==> src/rtl/multicycle_control.sv <==
// ---------------------------------------------------------------------------
// multicycle_control
//   Control FSM for a multicycle RV32I-style datapath. Sequences each
//   instruction through FETCH / DECODE / execute / memory / writeback states
//   and drives the datapath selects and enables for the current state. All
//   datapath controls are decoded from the state register (plus the memory
//   ready strobe and branch flags where a state needs them) so that reset and
//   mem_ready take effect within the same cycle.
//
// Parameters
//   HALT_ON_ILLEGAL : 1 = stay in TRAP until reset, 0 = leave TRAP after one cycle
//
// Ports
//   clk, rst             : clock, synchronous active-high reset
//   opcode, funct3       : instruction fields from the instruction register
//   alu_zero/lt/ltu      : ALU comparison flags used by branches
//   mem_ready            : memory completion strobe (only meaningful with mem_req)
//   mem_req/mem_we       : memory request / write
//   addr_sel             : memory address source (0 PC, 1 ALU)
//   ir_write, pc_write   : IR/old_pc load, PC load
//   pc_src               : 0 PC+4, 1 old_pc+imm, 2 ALU & ~1
//   reg_write, wb_sel    : register write enable, writeback source
//   alu_a_sel, alu_b_sel : ALU operand selects
//   alu_op, imm_type     : ALU operation, immediate format
//   illegal, halted      : trap indication
//   retire_count         : retired instruction counter (wraps)
// ---------------------------------------------------------------------------
module multicycle_control #(
    parameter bit HALT_ON_ILLEGAL = 1'b1
) (
    input  logic        clk,
    input  logic        rst,
    input  logic [6:0]  opcode,
    input  logic [2:0]  funct3,
    input  logic        alu_zero,
    input  logic        alu_lt,
    input  logic        alu_ltu,
    input  logic        mem_ready,
    output logic        mem_req,
    output logic        mem_we,
    output logic        addr_sel,
    output logic        ir_write,
    output logic        pc_write,
    output logic [1:0]  pc_src,
    output logic        reg_write,
    output logic [1:0]  wb_sel,
    output logic        alu_a_sel,
    output logic        alu_b_sel,
    output logic [1:0]  alu_op,
    output logic [2:0]  imm_type,
    output logic        illegal,
    output logic        halted,
    output logic [31:0] retire_count
);

    typedef enum logic [3:0] {
        S_FETCH, S_DECODE, S_EXEC_R, S_EXEC_I, S_MEM_ADDR, S_MEM_RD, S_MEM_WR,
        S_WB_ALU, S_WB_MEM, S_BRANCH, S_JAL, S_JALR, S_TRAP
    } state_t;

    state_t state;
    logic   br_legal;
    logic   br_taken;
    logic   retire;

    // Branch condition from funct3; 010/011 are not branch encodings.
    always_comb begin
        br_legal = 1'b1;
        br_taken = 1'b0;
        case (funct3)
            3'b000:  br_taken = alu_zero;
            3'b001:  br_taken = ~alu_zero;
            3'b100:  br_taken = alu_lt;
            3'b101:  br_taken = ~alu_lt;
            3'b110:  br_taken = alu_ltu;
            3'b111:  br_taken = ~alu_ltu;
            default: br_legal = 1'b0;
        endcase
    end

    // Cycles in which the current instruction completes.
    always_comb begin
        retire = 1'b0;
        case (state)
            S_WB_ALU, S_WB_MEM, S_JAL, S_JALR: retire = 1'b1;
            S_MEM_WR:                          retire = mem_ready;
            S_BRANCH:                          retire = br_legal;
            default:                           retire = 1'b0;
        endcase
    end

    always_ff @(posedge clk) begin
        if (rst) begin
            state        <= S_FETCH;
            retire_count <= 32'd0;
        end else begin
            if (retire)
                retire_count <= retire_count + 32'd1;
            case (state)
                S_FETCH:    if (mem_ready) state <= S_DECODE;
                S_DECODE: begin
                    case (opcode)
                        7'b0110011:             state <= S_EXEC_R;
                        7'b0010011:             state <= S_EXEC_I;
                        7'b0000011, 7'b0100011: state <= S_MEM_ADDR;
                        7'b1100011:             state <= S_BRANCH;
                        7'b1101111:             state <= S_JAL;
                        7'b1100111:             state <= S_JALR;
                        default:                state <= S_TRAP;
                    endcase
                end
                S_EXEC_R, S_EXEC_I: state <= S_WB_ALU;
                // opcode bit 5 separates store (0100011) from load (0000011).
                S_MEM_ADDR: state <= opcode[5] ? S_MEM_WR : S_MEM_RD;
                S_MEM_RD:   if (mem_ready) state <= S_WB_MEM;
                S_MEM_WR:   if (mem_ready) state <= S_FETCH;
                S_BRANCH:   state <= br_legal ? S_FETCH : S_TRAP;
                S_TRAP:     if (!HALT_ON_ILLEGAL) state <= S_FETCH;
                default:    state <= S_FETCH;
            endcase
        end
    end

    // Control decode; everything is forced low while reset is held so an
    // in-flight access is dropped in the cycle reset arrives.
    always_comb begin
        mem_req   = 1'b0;
        mem_we    = 1'b0;
        addr_sel  = 1'b0;
        ir_write  = 1'b0;
        pc_write  = 1'b0;
        pc_src    = 2'd0;
        reg_write = 1'b0;
        wb_sel    = 2'd0;
        alu_a_sel = 1'b0;
        alu_b_sel = 1'b0;
        alu_op    = 2'd0;
        imm_type  = 3'd0;
        illegal   = 1'b0;
        halted    = 1'b0;
        if (!rst) begin
            case (state)
                S_FETCH: begin
                    mem_req  = 1'b1;
                    ir_write = mem_ready;
                    pc_write = mem_ready;
                end
                S_EXEC_R: alu_op = 2'd2;
                S_EXEC_I: begin
                    alu_b_sel = 1'b1;
                    imm_type  = 3'd1;
                    alu_op    = 2'd2;
                end
                S_WB_ALU: reg_write = 1'b1;
                S_MEM_ADDR: begin
                    alu_b_sel = 1'b1;
                    imm_type  = opcode[5] ? 3'd2 : 3'd1;
                end
                S_MEM_RD: begin
                    mem_req  = 1'b1;
                    addr_sel = 1'b1;
                end
                S_WB_MEM: begin
                    reg_write = 1'b1;
                    wb_sel    = 2'd1;
                end
                S_MEM_WR: begin
                    mem_req  = 1'b1;
                    mem_we   = 1'b1;
                    addr_sel = 1'b1;
                end
                S_BRANCH: begin
                    alu_op   = 2'd1;
                    imm_type = 3'd3;
                    pc_write = br_legal & br_taken;
                    pc_src   = (br_legal & br_taken) ? 2'd1 : 2'd0;
                end
                S_JAL: begin
                    imm_type  = 3'd4;
                    pc_write  = 1'b1;
                    pc_src    = 2'd1;
                    reg_write = 1'b1;
                    wb_sel    = 2'd2;
                end
                S_JALR: begin
                    alu_b_sel = 1'b1;
                    imm_type  = 3'd1;
                    pc_write  = 1'b1;
                    pc_src    = 2'd2;
                    reg_write = 1'b1;
                    wb_sel    = 2'd2;
                end
                S_TRAP: begin
                    illegal = 1'b1;
                    halted  = 1'b1;
                end
                default: ;
            endcase
        end
    end

endmodule

==> config.mk <==
export PLATFORM = sky130hd
export DESIGN_NAME = multicycle_control
export DESIGN_NICKNAME = d
export VERILOG_FILES = /design/src/rtl/multicycle_control.sv
export SDC_FILE = /design/constraint.sdc
export NUM_CORES = 1
export LEC_CHECK = 0
export ABC_AREA = 1
export CELL_PAD_IN_SITES_DETAIL_PLACEMENT = 0
export CELL_PAD_IN_SITES_GLOBAL_PLACEMENT = 1
export CORE_MARGIN = 8
export CORE_UTILIZATION = 30
export CTS_CLUSTER_DIAMETER = 120
export CTS_CLUSTER_SIZE = 40
export DETAILED_ROUTE_END_ITERATION = 12
export PLACE_DENSITY_LB_ADDON = 0.25
export SLEW_MARGIN = 20
export SYNTH_ARGS = -nofsm -noshare
export SYNTH_HDL_FRONTEND = slang
export SYNTH_SLANG_ARGS = --single-unit
==> constraint.sdc <==
create_clock -name clk -period 1.4 [get_ports clk]
set_input_delay 0.14 -clock clk [delete_from_list [all_inputs] [get_ports clk]]
set_output_delay 0.14 -clock clk [all_outputs]
set_load 0.1 [all_outputs]
==> results of run 1 <==
## metrics by stage
step / area, um^2 / utilization, % / instances / total power (W)
6_report: 5200 / 63.2 / 673 / 0.00522
5_1_grt: 5200 / 63.2 / 673 / 0.00546
4_1_cts: 4950 / 60.2 / 662 / 0.00485
3_5_place_dp: 4620 / 56.2 / 641 / 0.00367
3_3_place_gp: 4620 / 56.2 / 641 / 0.00365
2_1_floorplan: 3040 / - / 434 / 0.00276
## state kept, by name, summed over array words and instances (netlist names)
name          count
retire_count     32
state             4
## logic make-up (layout without fill, tap and decap cells)
group / count (synthesis) / count (layout) / share of synthesized area, %
AO/OA/AOI/OAI: 48 / 48 / 10.2
XOR/XNOR: 6 / 6 / 2.07
AND/OR/NAND/NOR: 278 / 279 / 47.9
flip-flops: 36 / 36 / 28.4
other: 1 / 1 / 0.148
buffers and inverters: 64 / 197 / 10.8
adder cells (fa/ha/maj): 1 / 1 / 0.493
## power breakdown
group          internal, W  leakage, nW  switching [W]
clock             0.000350       0.0422       0.000383
sequential         0.00105        0.318       0.000109
combinational      0.00146         1.76        0.00186
total              0.00286         2.12        0.00236
## path summary, 6_finish.rpt
path,from,endpoint,slack [ns],depth (start not counted)
worst max-delay path,state[1],addr_sel,-0.28,7
worst min-delay path,rst,state[1],0.28,4
worst max register to register,state[3],retire_count[30],-0.22,12
worst min register to register,retire_count[7],retire_count[7],0.50,2
## layout make-up
| cell class | count | area (um^2) | share of cell area [%] |
|---|---|---|---|
| multi-input combinational | 335 | 2110 | 40.5 |
| timing repair buffer | 136 | 1810 | 34.8 |
| sequential | 36 | 850 | 16.3 |
| inverter | 53 | 219 | 4.21 |
| tap | 105 | 131 | 2.53 |
| clock buffer | 7 | 76.3 | 1.47 |
| clock inverter | 1 | 5.00 | 0.0963 |
## worst reg2reg max path: stages (launching register included)
cell and delay [ns]:
dfxtp_4 0.38, buf_12 0.13, nand2_8 0.08, nor2_4 0.04, buf_4 0.13, nand2_4 0.08, nand3_4 0.14, buf_4 0.18
buf_4 0.14, nand3_1 0.08, nand2_1 0.05, nand2_1 0.05, nor2_1 0.04
## layout by cell type, fill, tap and decap left out, types with 10 or more instances in the layout
cell type / Yosys / layout
a21oi_1: 28 / 20
inv_1: 50 / 38
inv_2: 2 / 10
buf_4: 3 / 53
nor2_2: 4 / 12
dfxtp_4: 0 / 34
nor2_4: 3 / 23
nand2_1: 135 / 105
nor2_1: 78 / 50
buf_12: 0 / 55
nand2_2: 4 / 22
nand3_1: 26 / 19
nand2_4: 1 / 12
clkdlybuf4s50_1: 0 / 13
buf_6: 3 / 11
## repair_timing
item / CTS / global route
pin swaps: 28 / 22
gates resized for setup: 32 / 44
endpoints found under the setup margin: 36 / 53
gates cloned: 2 / 0
setup buffers: 12 / 11
## routing by layer
metal  track usage, %  vias up  part of all wire (%)
met3             3.33       15                   4.2
met4             5.25        0                   1.7
li1                 -     1639                     -
met5                0        -                     0
met2             30.1       62                    54
met1             16.4     1460                    40
==> Implementation_results.wiki, run 1 <==
{| class="wikitable"
! Metric !! Value
|-
| Clock Skews || 0.00733 ns
|-
| Post-synthesis instance area || roughly 0.0025 mm^2
|-
| Vias in the first global route || ~3100
|-
| Result of the run || complete, but fails checks
|-
| Path type of the worst setup path || reg2out
|-
| Total count of max-transition violations in the final report || 0
|-
| Number of clock buffers inserted by TritonCTS || 5
|-
| Gate count after technology mapping || about 430
|-
| Number of placement rows || 33
|-
| Sequential element share of the synthesized area || ~28%
|-
| WP data required || between 1 and 1.5 ns
|-
| GPL Wtd Cong || around 0.86
|-
| Number of clock sinks || 36
|-
| Insertion delay of the later-clocked pin in the worst-skew pair || 0.29 ns
|-
| Clk buf depth || 2
|-
| Starting DRT DRC Count || between 100 and 150
|-
| Startpoint kind of the worst setup timing path || flop
|-
| Number of design rule violations left after detail routing || 0
|-
| Worst hold slack || about 0.28 ns
|-
| Most frequent cell after synthesis || nand2_1
|-
| IO Pins || 67
|-
| EDFF count, synth || 0
|-
| Largest voltage drop on the vdd net || 0.00106 V
|-
| CTS tree || yes
|-
| Horiz. Die Dim || between 100 and 150 um
|-
| LEAKAGE || ~2.1 nW
|-
| Async set-or-reset flop fraction in the synthesized netlist || 0%
|-
| Maximum fanout encountered on the critical timing path || 4
|-
| Vias per cell || about 4.7
|-
| Cell type group with the largest total delay on the critical path || buffers and inverters
|-
| Total Wirelength || 9140 um
|-
| Power per standard cell area || 1000 mW/mm^2
|-
| Filler Cells Inserted || 686
|-
| Register clock-pin slew on the reported worst setup and hold paths || about 0.07 ns
|-
| Vias after detailed routing || 3176
|-
| Final critical delay including setup and external delays || ~1.7 ns
|-
| Min-Delay Path Class || in2reg
|-
| WL per Instance || 13.6 um
|-
| Die extent in y || between 100 and 150 um
|-
| Global-route wire length before repair || 14700 um
|-
| CP Buf/Inv Count || 4
|-
| Biggest area consumer among synthesized cells || dfxtp_1
|-
| Antenna violations before repair || 0
|-
| Die Footprint || roughly 0.012 mm^2
|-
| Setup repair after global routing missed its margin || yes
|-
| Max cap viols || 0
|-
| Ratio of cells with drive above 1 in the final layout || approximately half
|-
| Number of iterations in the first detailed-routing pass || 7
|-
| Delay of the slowest cell on the worst path || roughly 0.4 ns
|-
| Top cell types by occurrence after synthesis || 135 x nand2_1, 78 x nor2_1, 50 x inv_1, 36 x dfxtp_1, 28 x a21oi_1
|-
| Number of port buffers || 65
|-
| Post-route setup slack || -0.283 ns
|-
| Flip-flop cell with the highest count after synthesis || dfxtp_1
|-
| Total global-route track usage || approximately 16%
|-
| Setup WS pre-CTS || -0.341 ns
|-
| Ys Warns || 0
|-
| DP Wirelength || ~7000 um
|-
| Data arrival time of the critical path || 1.54 ns
|-
| Final setup vio count || 50
|-
| Clock Tree Root || clkbuf_8
|-
| Number of nets in the layout || 584
|-
| Synth top area cells || dfxtp_1 28%, nand2_1 20%, nor2_1 12%
|-
| Average footprint of a synthesized cell || 5.85 um^2
|-
| Core ar. || 0.00822 mm^2
|-
| Nature of the critical path endpoint || output pin
|-
| Setup total negative slack || -7.14 ns
|-
| Initial core utilization || around 30%
|-
| Antenna diode instance count || 0
|-
| Yosys cell types || 36
|-
| Cell breakdown of the critical path || inv_4, nor2_4, buf_6, nand2_4, buf_6, a21oi_4, buf_12
|-
| Total of flip-flops plus latches after synthesis || 36
|-
| Area added between synthesis and finish || 105%
|-
| # hold bufs at CTS || 0
|-
| Post-synth top area share || 28.4%
|-
| Pin count of the biggest net entering global routing || 19
|-
| Post-route ant nets || 0
|-
| Critical Path Slowest Stage Cell || dfxtp_4
|-
| Violated checks || setup timing
|-
| Maximum clock rate || between 0.5 and 0.6 GHz
|-
| Total nets after synthesis || 451
|-
| H-tree level count || 2
|-
| Most used cell along the critical path || buf_6
|-
| Final hold violation count || 0
|-
| Gr ovfl total || 0
|-
| Fin crit share || 120%
|}
(Power assumes the default switching activity.)
==> inputs of run 2 (changes only) <==
- ABC_CLOCK_PERIOD_IN_PS: default -> 1400
- CELL_PAD_IN_SITES_DETAIL_PLACEMENT: 0 -> default
- CELL_PAD_IN_SITES_GLOBAL_PLACEMENT: 1 -> default
- CORE_UTILIZATION: 30 -> 44
==> run 2 against run 1 <==
Effect of this change: the flow now stops in global routing (5_1_grt); synthesized area stayed put; synthesized cell count unchanged.
==> Implementation_results.wiki, run 2 <==
{| class="wikitable"
! Metric !! Value
|-
| Number of port buffers || 65 (unchanged)
|-
| H-tree level count || 2 (unchanged)
|-
| Total of flip-flops plus latches after synthesis || 36 (unchanged)
|-
| Pin count of the biggest net entering global routing || 21
|-
| Result of the run || did not finish (was complete, but fails checks)
|-
| Worst endpoint after global-route timing repair || imm_type[0]
|-
| Worst endpoint type || primary output
|-
| Average footprint of a synthesized cell || 5.85 um^2 (unchanged)
|-
| Gate count after technology mapping || 434 (unchanged)
|-
| Top cell types by occurrence after synthesis || 135 x nand2_1, 78 x nor2_1, 50 x inv_1, 36 x dfxtp_1, 28 x a21oi_1 (unchanged)
|-
| Clk buf depth || 2 (unchanged)
|-
| Ys Warns || 0 (unchanged)
|-
| IO Pins || 67 (unchanged)
|-
| Post-synthesis instance area || 0.00254 mm^2 (unchanged)
|-
| Last stage the flow got to || global routing (5_1_grt)
|-
| Horiz. Die Dim || 92.0 um (was 108 um)
|-
| Sequential element share of the synthesized area || 28.4% (unchanged)
|-
| Flip-flop cell with the highest count after synthesis || dfxtp_1 (unchanged)
|-
| Synth top area cells || dfxtp_1 28%, nand2_1 20%, nor2_1 12% (unchanged)
|-
| DP Wirelength || 6940 um (was 6840 um)
|-
| Yosys cell types || 36 (unchanged)
|-
| GPL Wtd Cong || 0.934 (was 0.858)
|-
| Clock Tree Root || clkbuf_8 (unchanged)
|-
| Post-synth top area share || 28.4% (unchanged)
|-
| Biggest area consumer among synthesized cells || dfxtp_1 (unchanged)
|-
| Number of clock sinks || 36 (unchanged)
|-
| Total nets after synthesis || 451 (unchanged)
|-
| Number of placement rows || 27 (was 33)
|-
| Async set-or-reset flop fraction in the synthesized netlist || 0% (unchanged)
|-
| Most frequent cell after synthesis || nand2_1 (unchanged)
|-
| Number of clock buffers inserted by TritonCTS || 5 (unchanged)
|-
| EDFF count, synth || 0 (unchanged)
|-
| Halt Reason || [ERROR DPL-0038] Utilization greater than 100%, impossible to legalize
|-
| Die extent in y || 92.0 um (was 108 um)
|-
| Initial core utilization || 45.8% (was 30.9%)
|}
-- run 2: metrics by stage --
step | cells | worst slack [ns] | cell area (um^2) | setup TNS [ns] | util [%]
3_3_place_gp | 597 | -0.289 | 4500 | -6.61 | 81.2
4_1_cts | 622 | -0.259 | 5110 | -7.37 | 92.2
2_1_floorplan | 434 | -0.258 | 3040 | -1.79 | -
3_5_place_dp | 597 | -0.358 | 4500 | -8.17 | 81.2
-- run 2: logic make-up after synthesis --
logic type      after synthesis  share of synthesized area, %
buf+inv                      64                          10.8
other cells                   1                         0.148
flops                        36                          28.4
fa+ha+maj                     1                         0.493
compound gates               48                          10.2
xor+xnor                      6                          2.07
simple gates                278                          47.9
-- run 2: timing repair --
item / in CTS
buffers inserted: 14
hold buffers: 0
endpoints found under the setup margin: 43
gates resized for setup: 82
pin swaps: 44
gates cloned: 4
==> inputs of run 3 (changes only) <==
- ABC_CLOCK_PERIOD_IN_PS: 1400 -> 1800
- CORE_UTILIZATION: 44 -> 40
- CTS_CLUSTER_DIAMETER: 120 -> default
- CTS_CLUSTER_SIZE: 40 -> default
- PLACE_DENSITY_LB_ADDON: 0.25 -> 0.15
- clock period: 1.4 -> 1.8 ns (I/O delays scaled with it)
==> run 3 against run 2 <==
Effect of this change: the flow now finishes without violations.
==> Implementation_results.wiki, run 3 (synthesis results as in run 1) <==
{| class="wikitable"
! Metric !! Value
|-
| Filler Cells Inserted || approximately 620
|-
| Most flops, register || retire_count
|-
| Area added between synthesis and finish || 45.6%
|-
| Commonest non-fill, non-tap cell in the layout || nand2_1
|-
| Number of clock sinks || 36 (unchanged)
|-
| WP data required || between 1.5 and 2 ns
|-
| Combined area of the multi-input logic cells || 0.00167 mm^2
|-
| Largest voltage drop on the vdd net || between 0.0007 and 0.0008 V
|-
| Power per standard cell area || approximately 840 mW/mm^2
|-
| Vias in the first global route || roughly 2800
|-
| Number of design rule violations left after detail routing || 0
|-
| Reg area || about 770 um^2
|-
| Setup WS pre-CTS || 0.00839 ns (was -0.358 ns)
|-
| Clock Tree Root || clkbuf_8 (unchanged)
|-
| Register clock-pin slew on the reported worst setup and hold paths || 0.08 ns
|-
| Max cap viols || 0
|-
| Setup repair bufs after CTS || 0 (was 14)
|-
| Number of nets in the layout || 525
|-
| Final hold violation count || 0
|-
| Max_slew headroom || around 62%
|-
| Insertion delay of the later-clocked pin in the worst-skew pair || ~0.29 ns
|-
| Final setup vio count || 0
|-
| H-tree level count || 2 (unchanged)
|-
| Final cell area excluding filler cells || around 0.0037 mm^2
|-
| Result of the run || finished, final reports clean (was did not finish)
|-
| Initial core utilization || 40.7% (was 45.8%)
|-
| Data arrival time of the critical path || between 1.5 and 2 ns
|-
| Core ar. || roughly 0.0062 mm^2
|-
| Antenna violations before repair || 0
|-
| Maximum fanout encountered on the critical timing path || 6
|-
| Worst-margin pin slew || 0.564 ns
|-
| Die Footprint || between 0.009 and 0.01 mm^2
|-
| Horiz. Die Dim || 95.7 um (was 92.0 um)
|-
| LEAKAGE || approximately 1.5 nW
|-
| Number of iterations in the first detailed-routing pass || 4
|-
| Gr ovfl total || 0
|-
| Min-Delay Path Class || in2reg
|-
| Number of placement rows || 29 (was 27)
|-
| Path type of the worst setup path || reg2out
|-
| Antenna diode instance count || 0
|-
| Vias per cell || roughly 4.9
|-
| Startpoint kind of the worst setup timing path || flop
|-
| Clock Skews || ~0.0027 ns
|-
| Post-route ant nets || 0
|-
| Setup repair after global routing missed its margin || yes
|-
| Global-route wire length before repair || about 13000 um
|-
| WL per Instance || about 13 um
|-
| Post-route setup slack || between 0.06 and 0.07 ns
|-
| CTS tree || yes
|-
| Starting DRT DRC Count || between 150 and 200
|-
| # hold bufs at CTS || 0 (unchanged)
|-
| Total count of max-transition violations in the final report || 0
|-
| DP Wirelength || 6050 um (was 6940 um)
|-
| Maximum clock rate || around 0.58 GHz
|-
| Total Wirelength || around 7500 um
|-
| Clk buf depth || 2 (unchanged)
|-
| Nature of the critical path endpoint || output pin
|-
| Placement Cell Area || 0.00357 mm^2 (was 0.00450 mm^2)
|-
| Most frequent cells in the layout || 133 x nand2_1, 69 x nor2_1, 48 x inv_1
|-
| IO Pins || 67 (unchanged)
|-
| Ratio of cells with drive above 1 in the final layout || between 20% and 30%
|-
| Vias after detailed routing || between 2000 and 3000
|-
| Number of port buffers || 65 (unchanged)
|-
| Number of clock buffers inserted by TritonCTS || 5 (unchanged)
|-
| Max reg flops || 32
|-
| GPL Wtd Cong || 0.907 (was 0.934)
|-
| Total power draw || between 0.003 and 0.004 W
|-
| Pin count of the biggest net entering global routing || 23
|-
| Die extent in y || 95.7 um (was 92.0 um)
|-
| Final critical delay including setup and external delays || ~1.7 ns
|-
| Total global-route track usage || 17.2%
|-
| Regs by FF count || retire_count: 32 flops, state: 4 flops
|-
| Fin crit share || 96.6%
|}
## run 3: layer usage
metal  global-route usage, %  wire length, um  part of all wire, %
met5                       0                0                    0
met4                    5.12               97                  1.3
met3                    4.49              428                  5.7
met2                    31.3             3750                   50
met1                    19.1             3200                   43
## run 3: metrics by stage
step                setup TNS (ns)  std cells  hold slack [ns]  utilization, %
floorplan                    -1.18        434            0.392               -
global placement                 0        578            0.460            57.2
CTS                       -0.00210        586            0.361            58.9
global route              -0.00278        586            0.387            59.2
finish                           0        586            0.360            59.2
detailed placement               0        578            0.460            57.2
## run 3: final cells by class
cell class              count  share of cell area, %
multi-input cells         334                   45.3
inverters                  53                   5.38
clock buffers               5                   1.86
clock inverters             3                  0.508
well taps                  77                   2.61
flip-flops and latches     36                   20.8
repair buffers             78                   23.6
## run 3: where the power goes
group,internal (W),switching [W]
Combinational,0.000536,0.00106
Sequential,0.000847,0.0000723
Clock,0.000270,0.000314
## run 3: final timing paths
check                   from                to  slack (ns)  cells after the start
max reg2reg         state[2]  retire_count[10]        0.21                      9
min reg2reg  retire_count[7]   retire_count[7]        0.47                      2
min                      rst  retire_count[15]        0.36                      2
max                 state[2]          pc_write        0.06                      6
## run 3: critical path, cell delays in order, from the launching register on
cell     delay [ns]
dfxtp_2        0.35
inv_2          0.12
nand2_4        0.11
nor2_4         0.18
nand2_2        0.12
a31oi_4        0.19
buf_12         0.19
## run 3: timing repair
| action | in CTS | in global routing |
|---|---|---|
| endpoints found under the setup margin | 6 | 10 |
| gates cloned | 0 | 0 |
| gates resized for setup | 7 | 9 |
| pin swaps | 0 | 1 |
